<file path="config.mk">
export PLATFORM = sky130hd
export DESIGN_NAME = draw_packet_tx_scheduler
export DESIGN_NICKNAME = d
export VERILOG_FILES = /design/src/rtl/draw_packet_tx_scheduler.sv
export SDC_FILE = /design/constraint.sdc
export NUM_CORES = 1
export LEC_CHECK = 0
export BUFFER_PORTS_ARGS = -buffer_cell sky130_fd_sc_hd__buf_2
export CAP_MARGIN = 20
export CORE_UTILIZATION = 60
export DETAILED_ROUTE_END_ITERATION = 6
export PLACE_DENSITY = 0.79
export REMOVE_ABC_BUFFERS = 1
export SYNTH_ARGS = -nofsm -noshare
export SYNTH_HDL_FRONTEND = slang
export SYNTH_SLANG_ARGS = --single-unit
</file>
<file path="constraint.sdc">
create_clock -name clk_in -period 6.7 [get_ports clk_in]
set_input_delay 0.67 -clock clk_in [delete_from_list [all_inputs] [get_ports clk_in]]
set_output_delay 0.67 -clock clk_in [all_outputs]
set_load 0.05 [all_outputs]
</file>
<file path="src/rtl/draw_packet_tx_scheduler.sv">
// Queues draw points and serialises each into a 4-byte packet {col, row[7:0], {color,0000,row[8]}, TERMINATOR}
// for bluetooth_tx, pacing bytes on tx_done_in and aborting a byte that stalls past TIMEOUT_CYCLES.
module draw_packet_tx_scheduler #(
  parameter int         FIFO_DEPTH     = 8,
  parameter logic [7:0] TERMINATOR     = 8'h0A,
  parameter int         TIMEOUT_CYCLES = 2_000_000
) (
  input  logic                          clk_in,
  input  logic                          rst_in,
  input  logic                          enable_in,
  input  logic                          point_valid_in,
  input  logic [7:0]                    point_col_in,
  input  logic [8:0]                    point_row_in,
  input  logic [2:0]                    point_color_in,
  output logic                          point_ready_out,
  input  logic                          tx_busy_in,
  input  logic                          tx_done_in,
  output logic                          tx_start_out,
  output logic [7:0]                    tx_data_out,
  output logic                          packet_sent_out,
  output logic                          timeout_out,
  output logic                          overflow_out,
  output logic [7:0]                    drop_count_out,
  output logic [$clog2(FIFO_DEPTH):0]   fifo_count_out,
  output logic                          busy_out
);
  localparam int AW = $clog2(FIFO_DEPTH);
  localparam int TW = $clog2(TIMEOUT_CYCLES + 1);
  localparam logic [AW:0]   DEPTH   = (AW+1)'(FIFO_DEPTH);
  localparam logic [TW-1:0] TO_LAST = TW'(TIMEOUT_CYCLES - 1);

  typedef struct packed {
    logic [2:0] color;
    logic [8:0] row;
    logic [7:0] col;
  } point_t;

  typedef enum logic [1:0] {IDLE, LOAD, SEND, WAIT} state_t;

  state_t        state, state_nxt;
  point_t        mem [FIFO_DEPTH];
  point_t        pkt;
  logic [AW-1:0] wr_ptr, rd_ptr;
  logic [AW:0]   count, count_nxt;
  logic          ready;
  logic [1:0]    byte_idx;
  logic [TW-1:0] to_cnt;
  logic          push, pop, drop, empty, full;
  logic          start, last_done, to_hit;
  logic [7:0]    tx_byte;

  assign full  = (count == DEPTH);
  assign empty = (count == '0);
  assign push  = point_valid_in && ready;
  assign drop  = point_valid_in && full;
  assign pop   = (state == LOAD);

  always_comb begin
    count_nxt = count;
    case ({push, pop})
      2'b10:   count_nxt = count + 1'b1;
      2'b01:   count_nxt = count - 1'b1;
      default: count_nxt = count;
    endcase
  end

  always_ff @(posedge clk_in) begin
    if (push) mem[wr_ptr] <= '{color: point_color_in, row: point_row_in, col: point_col_in};
  end

  // ready is registered so it reads 0 while reset is held and follows !full afterwards
  always_ff @(posedge clk_in or negedge rst_in) begin
    if (!rst_in) begin
      wr_ptr     <= '0;
      rd_ptr     <= '0;
      count      <= '0;
      ready      <= 1'b0;
      pkt        <= '0;
      overflow_out   <= 1'b0;
      drop_count_out <= '0;
    end else begin
      count <= count_nxt;
      ready <= (count_nxt != DEPTH);
      if (push) wr_ptr <= wr_ptr + 1'b1;
      if (pop) begin
        rd_ptr <= rd_ptr + 1'b1;
        pkt    <= mem[rd_ptr];
      end
      if (drop) begin
        overflow_out <= 1'b1;
        if (drop_count_out != 8'hFF) drop_count_out <= drop_count_out + 1'b1;
      end
    end
  end

  always_comb begin
    state_nxt = state;
    start     = 1'b0;
    last_done = 1'b0;
    to_hit    = 1'b0;
    unique case (state)
      IDLE: if (enable_in && !empty && !tx_busy_in) state_nxt = LOAD;
      LOAD: state_nxt = SEND;
      SEND: if (!tx_busy_in) begin
        start     = 1'b1;
        state_nxt = WAIT;
      end
      // a done on the terminal-count cycle wins over the timeout
      WAIT: if (tx_done_in) begin
        if (byte_idx == 2'd3) begin
          last_done = 1'b1;
          state_nxt = IDLE;
        end else begin
          state_nxt = SEND;
        end
      end else if (to_cnt == TO_LAST) begin
        to_hit    = 1'b1;
        state_nxt = IDLE;
      end
      default: state_nxt = IDLE;
    endcase
  end

  always_ff @(posedge clk_in or negedge rst_in) begin
    if (!rst_in) begin
      state    <= IDLE;
      byte_idx <= '0;
      to_cnt   <= '0;
    end else begin
      state <= state_nxt;
      if (state == LOAD) byte_idx <= '0;
      else if (state == WAIT && tx_done_in && byte_idx != 2'd3) byte_idx <= byte_idx + 1'b1;
      if (start) to_cnt <= '0;
      else if (state == WAIT) to_cnt <= to_cnt + 1'b1;
    end
  end

  always_comb begin
    tx_byte = TERMINATOR;
    case (byte_idx)
      2'd0:    tx_byte = pkt.col;
      2'd1:    tx_byte = pkt.row[7:0];
      2'd2:    tx_byte = {pkt.color, 4'b0000, pkt.row[8]};
      default: tx_byte = TERMINATOR;
    endcase
  end

  assign tx_data_out     = (state == SEND || state == WAIT) ? tx_byte : 8'h00;
  assign tx_start_out    = start;
  assign packet_sent_out = last_done;
  assign timeout_out     = to_hit;
  assign point_ready_out = ready;
  assign fifo_count_out  = count;
  assign busy_out        = (state != IDLE);
endmodule
</file>
# Word-level counts from Yosys, hierarchy flattened

Memories as Yosys holds them, arrays and structs flattened. A register that Yosys moved wholly into a read port is not among the register bits.
Cells that the tools add are included.

Multiplexer cells: 23
Reductions and logical operators: 18
$add $sub $neg: 7
Eq/ne operators: 16

Operators with widths:

| cell                  | number |
|---|---|
| $mux 21               | 2 |
| $pmux 8 s3            | 1 |
| $add 21x1->21 const B | 1 |
| $eq 21x21->1 const B  | 1 |
| $mux 2                | 7 |
| $eq 2x2->1 const B    | 5 |
| $mux 1                | 10 |
| $add 8x1->8 const B   | 1 |
| $mux 8                | 1 |
| $ne 8x8->1 const B    | 1 |
| $pmux 2 s4            | 1 |
| $pmux 4 s2            | 1 |
| $add 3x1->3 const B   | 2 |
| $eq 2x1->1 const B    | 3 |
| $logic_and 1x1->1     | 6 |
| $ne 2x2->1 const B    | 3 |
| $reduce_bool 2->1     | 3 |
| $add 4x1->4 const B   | 1 |
| $eq 4x4->1 const B    | 1 |
| $logic_not 2->1       | 2 |
| $logic_not 4->1       | 1 |
| $ne 4x4->1 const B    | 1 |
| $sub 4x1->4 const B   | 1 |
| $logic_not 1->1       | 3 |
| other kinds (5)       | 5 |

Memory bits (writable): 160
Memories: 1
Output and inout bits: 26
Word-level logic and storage cells: 74
Input bits: 26
Bits in registers: 45

Memories:

| memory | words | bits a word | rd ports | clocked after Yosys merged registers in | wr ports | line | source |
|---|---|---|---|---|---|---|---|
| mem    | 8     | 20          | 1        | 1                                       | 1        | 41   | `point_t mem [FIFO_DEPTH];` |

# Longest topological paths before layout

Gate-level depths: netlist (run 1).

Word-level depth: 6
Depth in mapped cells: 10
Mapped depth without buffers: 9

# Worst setup path after synthesis (run 1)

No wires, ideal clock.

Kind: register to output
Start: register to_cnt[0]
End: output timeout_out
Arrival time: 2.511 ns
Path buffers: 0
Path slack: 3.519 ns
Required time: 6.030 ns
Stages on the path, launching flop included: 5
Cells stage by stage: dfrtp_1 ha_1 and4_1 nand3_1 nor4_1

Longest elaborated chain between the ends: 4

Ends and longest elaborated chain:

| what                   | line | source |
|---|---|---|
| start, declared        | 47   | `logic [TW-1:0] to_cnt;` |
| start signal, assigned | 134  | `else if (state == WAIT) to_cnt <= to_cnt + 1'b1;` |
| $eq 21x21->1           | 116  | `end else if (to_cnt == TO_LAST) begin` |
| $mux 1                 | 116  |  |
| $mux 1                 | 109  | `WAIT: if (tx_done_in) begin` |
| $mux 1                 | 101  | `unique case (state)` |
| end, declared          | 21   | `output logic timeout_out,` |

No other way between the ends.

# Worst setup path in the final report (run 1)

Same ends and word-level chain as after synthesis.

==> out/qor.csv, run 1 <==
metric,value,unit
GRT met2 Usage,39.9,%
fin crit period,2.95,ns
final hold viol count,0,
dpl hpwl,10700,um
register area,6430,um^2
pin count of the biggest net entering global routing,66,
Residual DRC,1,
Nets,665,
Post-synth EDFFs,160,
DR vias,5186,
initial antenna violation count,0,
Initial DRC Count,351,
Syn Inst Count,568,
routability cong.,0.869,
placed inst area,9760,um^2
worst skew pair latency,0.52,ns
kind of critical path,reg -> out,
Crit path depth,5,
post-route antenna net violation count,0,
P per Cell Area,440,nW/um^2
DRT Wirelength,17700,um
Setup crit end kind,output port,
status,"complete, but fails checks",
boundary pin count,52,
first-pass GRT wire length,28200,um
total iterations of the first detailed-routing run,7,
Critical R2R Capture,point_ready_out,
port bufs,51,
post-DR wirelength/cell,21.3,um
R2R cell count,10,
vias in the first global route,5363,
"Buf+Inv Stages, Crit Path",1,
H-tree Lvls,1,
Design Power,4.65,mW
Die ar.,16000,um^2
fmax,0.340,GHz
root buffer cell,clkbuf_16,
asr flop ratio synth,28.9,%
Die H,126,um
GRT busiest layer,met2,
Die X,126,um
Tightest Pin Transition,0.877,ns
total CTS buffers,23,
startpoint types,register,
register bit total from synthesis,225,
fillers,938,
final instance area,10600,um^2
CTS tree,built,
critical-path cell list,ha_1 -> and4_1 -> nand3_1 -> nor4_1 -> buf_2,
vias per cell,6.22,
critical path's slowest cell,nor4_1,
clock-pin slew on the worst setup and hold paths,0.07,ns
Slew HR,41.2,%
failing checks,DRC,
endpoints failing setup,0,
count of pins over their slew limit,0,
overflow left after global routing,0,
post-CTS setup buffers,0,
GR Layer Usage met1,30.5,%
n_diodes,0,
layout cell share with drive strength beyond 1,25.2,%
RSZ-0062 raised after global routing,no,
Core ar.,15100,um^2
Max Root-Sink Buffers,3,
Worst R2R Start,state[1],
Worst EP required,6.03,ns
FP Rows,45,
Final Cycle Share,44.0,%
clock sinks,225,
skew final,0.0131,ns
Syn Area/Cell,16.4,um^2
GRT Overall Usage,23.4,%
Leak,3.99,nW
Starting Density,61.4,%
Most used DFF post-synth,edfxtp_1,
Synth-to-Final Area Change,13.6,%
"Distinct cells, synth",56,
worst path arrival time,2.28,ns
post-cts resize count,0,
Post-Synthesis Cell Area,9300,um^2
Yosys warning total,0,
"setup slack, reg-to-reg",4.10,ns
sequential element share of the synthesized area,69.2,%
GR Layer Usage met3,4.22,%
Crit path max-delay family,simple AND/OR/NAND/NOR gates,
"slowest stage delay, CP",0.42,ns
Max-cap violations,0,
Worst Setup EP,timeout_out,
"Max FO, Critical Path",5,
hold buffer count at CTS,0,
area occupied by multi-input gates,2700,um^2
Post-Route Setup TNS,0,ns
Hold WC Path Type,in -> async,
Worst VDD drop,269,uV
CP startpoint,to_cnt[0],
==> kinds of logic after synthesis <==
| logic type | count (synthesis) | synth area share (%) |
|---|---|---|
| flops | 225 | 69.2 |
| simple gates | 141 | 7.75 |
| mux | 75 | 13.5 |
| compound gates | 67 | 5.11 |
| buf+inv | 39 | 2.11 |
| xor+xnor | 11 | 1.04 |
| fa+ha+maj | 10 | 1.35 |
==> stage by stage <==
step                      setup slack (ns)  hold WS [ns]  instances  util, %
after detailed placement              4.07         0.457        792     64.5
after CTS                             3.77         0.363        834     69.7
after global routing                  3.59         0.411        834     69.7
after global placement                4.17         0.446        792     64.5
final                                 3.75         0.351        834     69.7
after floorplan                       3.52         0.374        540        -
==> worst min path at each step <==
stage                 startpoint           endpoint  slack (ns)  cells after the start
global route              rst_in  fifo_count_out[3]        0.41                      2
global placement    overflow_out       overflow_out        0.45                      1
CTS                       rst_in            pkt[14]        0.36                      2
floorplan                 rst_in        byte_idx[0]        0.37                      0
detailed placement  overflow_out       overflow_out        0.46                      1
finish                    rst_in  fifo_count_out[3]        0.35                      2
==> Yosys cell counts, types with 3 or more instances <==
master	instances	area share [%]
nor2_1	18	0.73
nand4_1	6	0.40
mux2i_1	34	3.7
nand2_1	65	2.6
nand2b_1	7	0.47
a31oi_1	3	0.20
clkbuf_1	12	0.48
mux4_2	40	9.7
xnor2_1	4	0.38
a22oi_1	3	0.24
ha_1	10	1.3
buf_4	5	0.40
o31ai_1	4	0.32
edfxtp_1	160	52
and4_1	3	0.28
xor2_1	7	0.66
nand3_1	9	0.48
and3_1	6	0.40
buf_2	8	0.43
o21ai_0	35	1.9
nor3_1	3	0.16
nor4_1	3	0.20
dfrtp_1	65	17
and2_1	4	0.27
inv_1	10	0.40
a222oi_1	4	0.43
==> cell type report <==
cell class / instances / share of cell area [%]
clock buffer: 23 / 5.45
multi-input combinational: 304 / 25.5
inverter: 11 / 0.438
tap: 188 / 2.23
clock inverter: 19 / 2.10
sequential: 225 / 60.9
timing repair buffer: 64 / 3.34
==> layout by cell type, fill, tap and decap left out, types with 4 or more instances in the layout <==
cell type,netlist,routed
nand3_1,9,9
nor2_2,0,6
a222oi_1,4,4
ha_1,10,10
mux4_2,40,40
buf_2,8,51
nand2b_1,7,7
xor2_1,7,7
dfrtp_1,65,64
and2_1,4,4
xnor2_1,4,4
buf_4,5,13
inv_1,10,10
nor2_1,18,12
o31ai_1,4,4
bufinv_16,0,4
nand2_1,65,65
and3_1,6,6
clkbuf_16,0,23
o21ai_0,35,35
nand4_1,6,6
clkinv_2,0,6
edfxtp_1,160,160
mux2i_1,34,34
==> where the power goes <==
part	internal [mW]	leakage, nW	total (mW)	switching (mW)
registers	1.77	2.29	1.91	0.148
clock network	0.790	0.387	1.32	0.527
logic	0.522	1.31	1.42	0.895
total	3.08	3.99	4.65	1.57
==> sequential cells by signal, summed over array words and instances, names as in the netlist <==
name,cells
overflow_out,1
to_cnt,21
state,2
fifo_count_out,4
drop_count_out,8
wr_ptr,3
mem,160
pkt,20
byte_idx,2
rd_ptr,3
point_ready_out,1
==> per-layer routing <==
| layer | share of wire, % | routed length, um |
|---|---|---|
| met2 | 51 | 9010 |
| met1 | 40 | 7100 |
| met4 | 2.7 | 476 |
| met5 | 0 | 0 |
| met3 | 6.4 | 1140 |
(Power assumes the default switching activity.)
==> run 2: changes to the inputs <==
--- a/config.mk
+++ b/config.mk
@@ -5,6 +5,7 @@
 export SDC_FILE = /design/constraint.sdc
 export NUM_CORES = 1
 export LEC_CHECK = 0
+export ABC_AREA = 1
 export BUFFER_PORTS_ARGS = -buffer_cell sky130_fd_sc_hd__buf_2
 export CAP_MARGIN = 20
 export CORE_UTILIZATION = 60
==> constraint.sdc (replaced) <==
create_clock -name clk_in -period 2.85 [get_ports clk_in]
set_input_delay 0.285 -clock clk_in [delete_from_list [all_inputs] [get_ports clk_in]]
set_output_delay 0.285 -clock clk_in [all_outputs]
set_load 0.05 [all_outputs]
==> run 2 against run 1 <==
Effect of this change: sequential share of layout area decreased by 1.4 points; via count increased by 26%; flip-flop and latch count unchanged; global-route usage increased by 1.7 points; clock skew increased by 0.0046 ns; synthesized area increased by 2.3%; the flow now finishes without violations; register-to-register slack got worse by 3.4 ns; clock power increased by 130%.
==> out/qor.csv, run 2 <==
metric,value,unit
Leak,4.24,nW
asr flop ratio synth,28.9,%
DR vias,6526,
Hold WC Path Type,in -> reg,
Most used DFF post-synth,edfxtp_1,
startpoint types,register,
Core ar.,15300,um^2
P per Cell Area,1060,nW/um^2
Area contributors post-synth,"edfxtp_1, dfrtp_1, o21ai_0",
post-route antenna net violation count,0,
port bufs,51,
total CTS buffers,23,
Initial DRC Count,529,
critical-path cell list,ha_1 -> nor2_1 -> inv_1 -> a21oi_1 -> buf_2,
"Buf+Inv Stages, Crit Path",2,
Synth-to-Final Area Change,13.6,%
R2R cell count,9,
worst path arrival time,2.21,ns
GRT Overall Usage,25.1,%
boundary pin count,52,
critical path's slowest cell,dfrtp_1,
Die X,128,um
sequential element share of the synthesized area,67.6,%
kind of critical path,reg -> out,
Syn Area/Cell,11.4,um^2
"slowest stage delay, CP",0.42,ns
root buffer cell,clkbuf_16,
Worst VDD drop,1000,uV
count of pins over their slew limit,0,
area share of the largest cell type after synthesis,50.5,%
H-tree Lvls,1,
vias per cell,5.82,
Die ar.,16400,um^2
"most common cell after layout, fill and taps aside",edfxtp_1,
RSZ-0062 raised after global routing,no,
Die H,128,um
layout cell share with drive strength beyond 1,14.9,%
Yosys warning total,0,
Syn Inst Count,837,
Setup crit end kind,output port,
most instantiated cells after synthesis,"edfxtp_1, nand2_1, nor2_1, o21ai_0",
vias in the first global route,6278,
dpl hpwl,12100,um
skew final,0.0178,ns
Design Power,11.5,mW
Critical R2R Capture,point_ready_out,
Hold EP,mem[4][8],
worst skew pair latency,0.52,ns
Residual DRC,0,
Worst R2R Start,state[0],
clock sinks,225,
Yosys top cell by area,edfxtp_1,
routability cong.,0.892,
FP Rows,45,
"commonest non-fill, non-tap cells in the layout","edfxtp_1, nand2_1, o21ai_0, nor2_1, inv_1",
"Distinct cells, synth",39,
status,completed,
Largest register FFs,160,
"count leader, synth",edfxtp_1,
Max-cap violations,0,
fmax,0.401,GHz
pin count of the biggest net entering global routing,83,
fillers,1066,
Max Root-Sink Buffers,3,
post-cts resize count,0,
WHS Path Cells,1,
overflow left after global routing,0,
Crit path max-delay family,buffers and inverters,
Hold Path Origin,point_row_in[0],
Largest regs,"mem: 160 flops, to_cnt: 21 flops, pkt: 20 flops",
Slew HR,43.5,%
Final Cycle Share,87.5,%
clock-pin slew on the worst setup and hold paths,0.06,ns
final hold viol count,0,
Final Core Density,70.6,%
Tightest Pin Transition,0.846,ns
total iterations of the first detailed-routing run,5,
Post-Synthesis Cell Area,9510,um^2
CTS tree,built,
endpoints failing setup,0,
placed inst area,10000,um^2
"Max FO, Critical Path",5,
first-pass GRT wire length,31400,um
Top reg by flops,mem,
register bit total from synthesis,225,
fin crit period,2.49,ns
"setup slack, reg-to-reg",0.66,ns
Nets,930,
n_diodes,0,
final instance area,10800,um^2
DRT Wirelength,19600,um
post-DR wirelength/cell,17.4,um
initial antenna violation count,0,
Worst EP required,2.57,ns
Starting Density,62.1,%
Post-synth EDFFs,160,
[run 2: power breakdown]
part           internal, mW  switching [mW]  leakage, nW
clock                  1.84            1.21        0.386
sequential             4.18           0.302         2.29
combinational          1.08            2.85         1.57
[run 2: kinds of logic after synthesis]
kind of cell / share of synthesized area [%]
AOI/OAI and AO/OA: 11.2
xor gates and xnor gates: 1.01
DFF: 67.6
adders and majority gates: 1.32
muxes: 0.118
and+or+nand+nor: 14.3
buffers and inverters: 4.52
[run 2: layout make-up]
| class | instances | area [um^2] | area share (%) |
|---|---|---|---|
| clock inverter | 8 | 108 | 0.995 |
| timing repair buffer | 68 | 398 | 3.68 |
| sequential | 225 | 6430 | 59.5 |
| multi-input combinational | 507 | 2670 | 24.7 |
| inverter | 69 | 259 | 2.40 |
| clock buffer | 34 | 677 | 6.26 |
| tap | 211 | 264 | 2.44 |
[run 2: worst max path at each step]
stage,from,endpoint,cells after the start
global route,byte_idx[0],tx_data_out[2],5
CTS,byte_idx[0],tx_data_out[2],5
detailed placement,state[0],point_ready_out,9
finish,byte_idx[0],tx_data_out[2],5
floorplan,rd_ptr[0],pkt[14],5
global placement,state[1],point_ready_out,8
[run 2: metal layers]
layer	GRT usage, %	share of wire [%]
met5	0	0
met2	40.0	46
met4	10.4	3.0
met3	4.47	7.9
met1	34.6	43
[run 2: what timing repair did]
action,in CTS,in global routing
setup buffers,0,0
hold buffers,1,0
hold endpoints to repair,65,0
[run 2: metrics by stage]
| step | hold WS, ns | setup slack [ns] | cells | setup TNS (ns) |
|---|---|---|---|---|
| after floorplan | -0.0106 | -0.0519 | 801 | -0.171 |
| after global placement | 0.450 | 0.723 | 1079 | 0 |
| after detailed placement | 0.451 | 0.678 | 1079 | 0 |
| after CTS | 0.00614 | 0.338 | 1122 | 0 |
| after global routing | 0.0326 | 0.185 | 1122 | 0 |
| final | 0.0252 | 0.357 | 1122 | 0 |
==> run 3: changes to the inputs <==
--- a/config.mk
+++ b/config.mk
@@ -10,8 +10,7 @@
 export CAP_MARGIN = 20
 export CORE_UTILIZATION = 60
 export DETAILED_ROUTE_END_ITERATION = 6
-export PLACE_DENSITY = 0.79
-export REMOVE_ABC_BUFFERS = 1
+export PLACE_DENSITY = 0.85
 export SYNTH_ARGS = -nofsm -noshare
 export SYNTH_HDL_FRONTEND = slang
 export SYNTH_SLANG_ARGS = --single-unit
==> run 3 against run 2 <==
Effect of this change: sequential power increased by 0.9%; utilization decreased by 0.30 points; fmax increased by 3.3%; global-route usage increased by 1.2 points; cell area decreased by 0.43%; register-to-register slack got worse by 0.14 ns; combinational power increased by 2%; critical path type unchanged; largest cell class unchanged.
==> out/qor.csv, run 3 (synthesis gave the netlist of run 2 again) <==
metric,value,unit
H-tree Lvls,1,
"commonest non-fill, non-tap cells in the layout","edfxtp_1, nand2_1, o21ai_0, nor2_1, inv_1",
startpoint types,register,
"most common cell after layout, fill and taps aside",edfxtp_1,
post-cts resize count,0,
Final Cycle Share,84.6,%
post-route antenna net violation count,0,
total iterations of the first detailed-routing run,5,
P per Cell Area,1050,nW/um^2
Initial DRC Count,588,
routability cong.,0.897,
total CTS buffers,23,
WHS Path Cells,1,
kind of critical path,reg -> out,
fin crit period,2.41,ns
clock sinks,225,
skew final,0.00955,ns
Die X,128,um
post-DR wirelength/cell,18.2,um
Design Power,11.3,mW
first-pass GRT wire length,33000,um
layout cell share with drive strength beyond 1,14.6,%
Final Core Density,70.3,%
Worst EP required,2.57,ns
placed inst area,10000,um^2
Hold WC Path Type,in -> reg,
GRT Overall Usage,26.3,%
Residual DRC,0,
RSZ-0062 raised after global routing,no,
DR vias,6721,
worst skew pair latency,0.51,ns
n_diodes,0,
pin count of the biggest net entering global routing,83,
Max-cap violations,0,
Leak,4.22,nW
Top reg by flops,mem,
Largest register FFs,160,
fmax,0.415,GHz
Synth-to-Final Area Change,13.1,%
boundary pin count,52,
Synthesized Nets,873,
port bufs,51,
root buffer cell,clkbuf_16,
dpl hpwl,12200,um
final hold viol count,0,
Fin Hold WS,0.0365,ns
endpoints failing setup,0,
DRT Wirelength,20400,um
"Max FO, Critical Path",5,
initial antenna violation count,0,
FP Rows,45,
worst path arrival time,2.13,ns
vias in the first global route,6629,
Tightest Pin Transition,0.817,ns
final instance area,10800,um^2
Worst VDD drop,618,uV
overflow left after global routing,0,
vias per cell,5.98,
Slew HR,45.5,%
Post-Route Setup TNS,0,ns
Largest regs,"mem: 160 flops, to_cnt: 21 flops, pkt: 20 flops",
count of pins over their slew limit,0,
Die H,128,um
Max Root-Sink Buffers,3,
R2R cell count,10,
status,completed,
Starting Density,62.1,%
Nets,931,
clock-pin slew on the worst setup and hold paths,0.06,ns
CTS tree,built,
Setup crit end kind,output port,
Core ar.,15300,um^2
Die ar.,16400,um^2
run 3: worst paths after layout:
check / startpoint / endpoint / slack, ns
hold / removal: point_col_in[6] / mem[7][6] / 0.04
min in group asynchronous: rst_in / to_cnt[12] / 0.33
setup / recovery: to_cnt[0] / timeout_out / 0.44
max in group asynchronous: rst_in / pkt[2] / 1.87
setup reg to reg: state[1] / point_ready_out / 0.52
hold reg to reg: overflow_out / overflow_out / 0.47
run 3: worst max-delay path, stage by stage (launching register included):
cell and delay, ns:
dfrtp_1 0.39, ha_1 0.19, nand2_1 0.08, inv_2 0.06
nand3_2 0.11, nor2_4 0.18, nand3_1 0.14, nor3_1 0.17
buf_2 0.29
run 3: repair_timing:
| item | in CTS | in global routing |
|---|---|---|
| hold endpoints to repair | 25 | 0 |
| setup endpoints to repair | 0 | 0 |
| hold buffers | 1 | 0 |
| buffers inserted | 0 | 0 |
run 3: stage by stage:
step,instances,setup WS [ns]
2_1_floorplan,837,0.387
3_3_place_gp,1080,0.700
3_5_place_dp,1080,0.630
4_1_cts,1123,0.453
5_1_grt,1123,0.294
6_report,1123,0.438
run 3: final cells by class:
| class | count | area, um^2 |
|---|---|---|
| fill | 1054 | 4550 |
| inverter | 69 | 259 |
| multi-input combinational | 507 | 2670 |
| clock inverter | 15 | 115 |
| sequential | 225 | 6430 |
| clock buffer | 27 | 591 |
| timing repair buffer | 69 | 430 |
| tap | 211 | 264 |
run 3: power by group:
group | internal (mW) | switching, mW
logic | 1.09 | 2.92
registers | 4.18 | 0.332
clock network | 1.59 | 1.20
run 3: metal layers:
layer	up-vias	share of wire, %	global-route usage [%]
met5	-	0	0
met4	0	3.1	10.8
met3	55	8.0	5.34
met2	318	50	44.9
met1	3258	39	33.0
li1	3090	-	-
